$ cat src/rtl/counter.sv
// Stopwatch time base: a prescaler divides clk down to 1 ms ticks, and a chained
// ms/s/min/h counter accumulates those ticks while start_signal is high.
module counter #(
  parameter int TICKS_PER_MS = 1
) (
  input  logic       clk,
  input  logic       reset,
  input  logic       start_signal,
  output logic [3:0] hours,
  output logic [5:0] minutes,
  output logic [5:0] seconds,
  output logic [9:0] milliseconds
);

  localparam int PW = (TICKS_PER_MS > 1) ? $clog2(TICKS_PER_MS) : 1;
  localparam logic [PW-1:0] PRESC_LAST = PW'(TICKS_PER_MS - 1);

  logic [PW-1:0] presc;
  logic          ms_tick;
  logic          ms_wrap;
  logic          sec_wrap;
  logic          min_wrap;

  // With TICKS_PER_MS == 1 the prescaler stays at 0, so ms_tick follows start_signal.
  always_comb begin
    ms_tick  = start_signal && (presc == PRESC_LAST);
    ms_wrap  = (milliseconds == 10'd999);
    sec_wrap = (seconds == 6'd59);
    min_wrap = (minutes == 6'd59);
  end

  // NOTE: state registers use non-blocking assignments so every flop samples
  // pre-edge values; blocking here would let the carry chain race within the edge.
  always_ff @(posedge clk or negedge reset) begin
    if (!reset) begin
      presc <= '0;
    end else if (start_signal) begin
      presc <= (presc == PRESC_LAST) ? '0 : presc + 1'b1;
    end
  end

  // The whole carry chain is evaluated from the current values, so a rollover
  // such as 0:59:59.999 -> 1:00:00.000 lands in a single edge.
  always_ff @(posedge clk or negedge reset) begin
    if (!reset) begin
      hours        <= '0;
      minutes      <= '0;
      seconds      <= '0;
      milliseconds <= '0;
    end else if (ms_tick) begin
      if (!ms_wrap) begin
        milliseconds <= milliseconds + 10'd1;
      end else begin
        milliseconds <= '0;
        if (!sec_wrap) begin
          seconds <= seconds + 6'd1;
        end else begin
          seconds <= '0;
          if (!min_wrap) begin
            minutes <= minutes + 6'd1;
          end else begin
            minutes <= '0;
            hours   <= hours + 4'd1;
          end
        end
      end
    end
  end

endmodule

$ cat config.mk
export PLATFORM = sky130hd
export DESIGN_NAME = counter
export DESIGN_NICKNAME = d
export VERILOG_FILES = /design/src/rtl/counter.sv
export SDC_FILE = /design/constraint.sdc
export NUM_CORES = 1
export LEC_CHECK = 0
export BUFFER_PORTS_ARGS = -buffer_cell sky130_fd_sc_hd__buf_2
export CORE_ASPECT_RATIO = 1.2
export CORE_MARGIN = 5
export CORE_UTILIZATION = 35
export DETAILED_ROUTE_END_ITERATION = 10
export PLACE_DENSITY = 0.53
export SYNTH_ARGS = -nofsm -noshare
export SYNTH_HDL_FRONTEND = slang
export SYNTH_SLANG_ARGS = --single-unit
export TNS_END_PERCENT = 10
$ cat constraint.sdc
create_clock -name clk -period 2.6 [get_ports clk]
set_input_delay 0.26 -clock clk [delete_from_list [all_inputs] [get_ports clk]]
set_output_delay 0.26 -clock clk [all_outputs]
set_load 0.02 [all_outputs]
==> summary by stage <==
Synth
The synthesized design devotes to its leading area cell type between 40% and 50% of total area. After synthesis, the cell types taking the most area are dfrtp_1 (50%), xnor2_1 (5.3%), nand2_1 (4.9%). The share of the yosys chip area belonging to registers is roughly half.

The cell type with the largest total area after synthesis is dfrtp_1. Yosys mapped the design onto 32 distinct sky130hd cell types. The most numerous cell in the Yosys netlist is dfrtp_1.

The summed instance area of the synthesized netlist is 1310 um^2. The number of standard cells after synthesis is approximately 130. The synthesized area per cell is 10.2 um^2. The net count after synthesis is around 140.

In the synthesized netlist the dominant register cell turns out to be dfrtp_1. During synthesis, Yosys emitted a total of 0 warnings. The synthesized design contains 26 register bits. For this run, asynchronously set or reset flops after synthesis account for 100%. Yosys mapped a number of flops with a built-in enable equal to 0.

Ranked by instance count, the synthesized netlist is headed by dfrtp_1 (26), nand2_1 (17), nor2_1 (10).

STA
The number of pins exceeding their max-slew limit in the final report is 0. The transition time at the pin with the least slew margin is 594 ps. The worst pin sits at a relative slew slack of 60.4%.

The final setup violation count is 0. The upper clock frequency limit is between 400 and 500 MHz. The worst hold slack across all endpoints is -23.9 ps.

The clock period minus worst slack is about 2300 ps. The count of endpoints failing hold in the final timing report is 26. The final sum of negative setup slack is 0 ps.

The final cycle utilization of the critical path is between 80% and 90%. Setup repair after global routing left no endpoint under its margin. Clock skew on the completed layout was measured at about 3.9 ps.

Place
The routability congestion estimate from global placement is roughly 0.77. The total placed cells including tap cells is 210. The HPWL after detailed placement is 2.18 mm. The count of input and output buffers is 28.

The standard cell area after detailed placement is about 1500 um^2.

Pwr
In this run the static leakage power is roughly 0.77 nW. Power spread over the standard cell area amounts to between 600 and 700 nW/um^2. The worst-case IR drop observed on VDD is about 420 uV. The post-route total power is about 1.0 mW.

Cells and area
The post-route non-filler standard cell count is roughly 210. After the last flow step, the layout net total stands at 170. With fillers left out, the area of the finished cells amounts to between 1500 and 2000 um^2. The area growth from synthesis to layout is 22.1%. The final standard cell utilization of the core is 44.1%. The number of antenna diodes in the final layout is 0.

Of the cells placed in the final design, the portion with a size suffix greater than 1 is 26.5%.

Run status
The flow ran to the end, but the final reports show violations. The final reports fail on negative hold slack.

Route
The routed design uses roughly 1.5 mm of met2 wire. The per-cell routed wire length is 13.9 um. The first routing iteration left 55 violations. The post-route DRC violation count is 0. Before antenna repair, the detailed router went through 4 iterations. In the routed layout, each cell is associated on average with a via count of just over 5.

The total met3 wirelength after detailed routing is 137 um. The detailed router put a total of roughly 1.3 mm of wire on met1. The number of routed nets with antenna violations is 0. The final route contains 1096 vias.

After detailed routing, the total wire length is ~3 mm. The top layer used by detailed routing is met4.

CTS
The TritonCTS sink count is 26. CTS placed an instance of clkbuf_8 at the clock tree root. Buffers inserted during clock tree synthesis total 3. The total of cells resized after clock tree synthesis is 0. The number of hold buffers added after cts is 0. The clock edge transition at the registers on the reported setup and hold paths is about 90 ps.

The clock network latency to the later pin of the worst-skew pair is between 200 and 300 ps. TritonCTS built the clock tree. The maximum root-to-sink buffer count is 2. In this run the number of H-tree levels came out at 1. The number of setup buffers added after CTS is 0.

Critical path
The element type at the critical path start is a register. The critical path in this run is classified as register to register. The element type at the critical path end is a register. Data on the critical path arrives at its endpoint at between 2000 and 2500 ps. The required time at the endpoint of the critical path is 2800 ps.

Along the worst path, the maximum fanout reaches 10.

Global routing
The via count of the first global-routing pass is 1060. The overflow left after global routing is 0. The initial antenna violation count is 0. The first global-routing pass estimated slightly above 5 mm of wire.

For this run, the total global-route usage over all layers was measured as between 10% and 20%. Entering global routing, the biggest net connects 27 pins.

Floorplanning
The starting density of the core is a little over a third. The die is ~66 um wide. The floorplan step defined a core boundary enclosing ~3600 um^2. During I/O placement, the number of pins put on the boundary was 29. The die covers 5080 um^2. The number of rows created at floorplan is 24. Measured along the y axis, the die boundary spans 77.1 um.

Worst hold path
The min-delay analysis places its worst path in the category input pin to async pin.

Job
The tool flagged a number of max-cap violations equal to 0.
[kinds of logic after synthesis]
group / synth area share (%)
multiplexers: 4.20
adder cells (fa/ha/maj): 3.82
AO/OA/AOI/OAI: 8.68
XOR/XNOR: 7.35
AND/OR/NAND/NOR: 24.2
flip-flops: 49.6
buffers and inverters: 2.10
[routing by layer]
metal  vias up  GRT usage [%]
met4         0           4.98
met3         4           2.92
li1        535              -
met1       535           17.1
met5         -              0
met2        22           20.0
[area by class of cell]
cell class / count / area (um^2)
sequential: 26 / 651
clock buffer: 3 / 41.3
multi-input combinational: 98 / 633
tap: 52 / 65.1
inverter: 1 / 3.75
clock inverter: 1 / 30.0
timing repair buffer: 33 / 178
fill: 369 / 2030
[critical path, stage by stage (launching register included)]
cell,delay [ps]
dfrtp_1,450
or3b_1,520
or3_1,530
or4_1,540
a21oi_1,170
[stage by stage]
| stage | setup slack (ps) | hold WS, ps |
|---|---|---|
| after CTS | 327 | 0.159 |
| after floorplan | 350 | -35.6 |
| after detailed placement | 365 | 308 |
| after global routing | 205 | 27.6 |
| after global placement | 409 | 295 |
| final | 325 | -23.9 |
[where the power goes]
part           internal (mW)  switching [mW]  total [mW]
combinational         0.0679           0.125       0.193
clock                  0.206           0.133       0.339
sequential             0.445          0.0642       0.510
total                  0.719           0.323        1.04
[sequential cells by signal (all words and copies together), names as in the netlist]
name	cells
milliseconds	10
seconds	6
minutes	6
hours	4
[cells in the final DEF, fill, tap and decap left out, drive strengths merged, types with 4 or more instances in the layout]
cell	count
nor2	10
ha	4
nand4	7
buf	33
nor3	4
dfrtp	26
nand3	6
nor4	4
mux2	4
xnor2	8
nand2	17
o21ai	7
[path summary, 6_finish.rpt]
| path | startpoint | cells past startpoint | slack (ps) | to |
|---|---|---|---|---|
| min in group clk | start_signal | 2 | 300 | milliseconds[0]$_DFFE_PN0P_ |
| min | reset | 1 | -20 | minutes[3]$_DFFE_PN0P_ |
| max | milliseconds[3]$_DFFE_PN0P_ | 4 | 320 | minutes[5]$_DFFE_PN0P_ |
| max in group asynchronous | reset | 1 | 2230 | milliseconds[7]$_DFFE_PN0P_ |
| min reg2reg | hours[3]$_DFFE_PN0P_ | 1 | 470 | hours[3]$_DFFE_PN0P_ |
| max reg2reg | milliseconds[3]$_DFFE_PN0P_ | 4 | 320 | minutes[5]$_DFFE_PN0P_ |
Power figures use the tool's default switching activity.
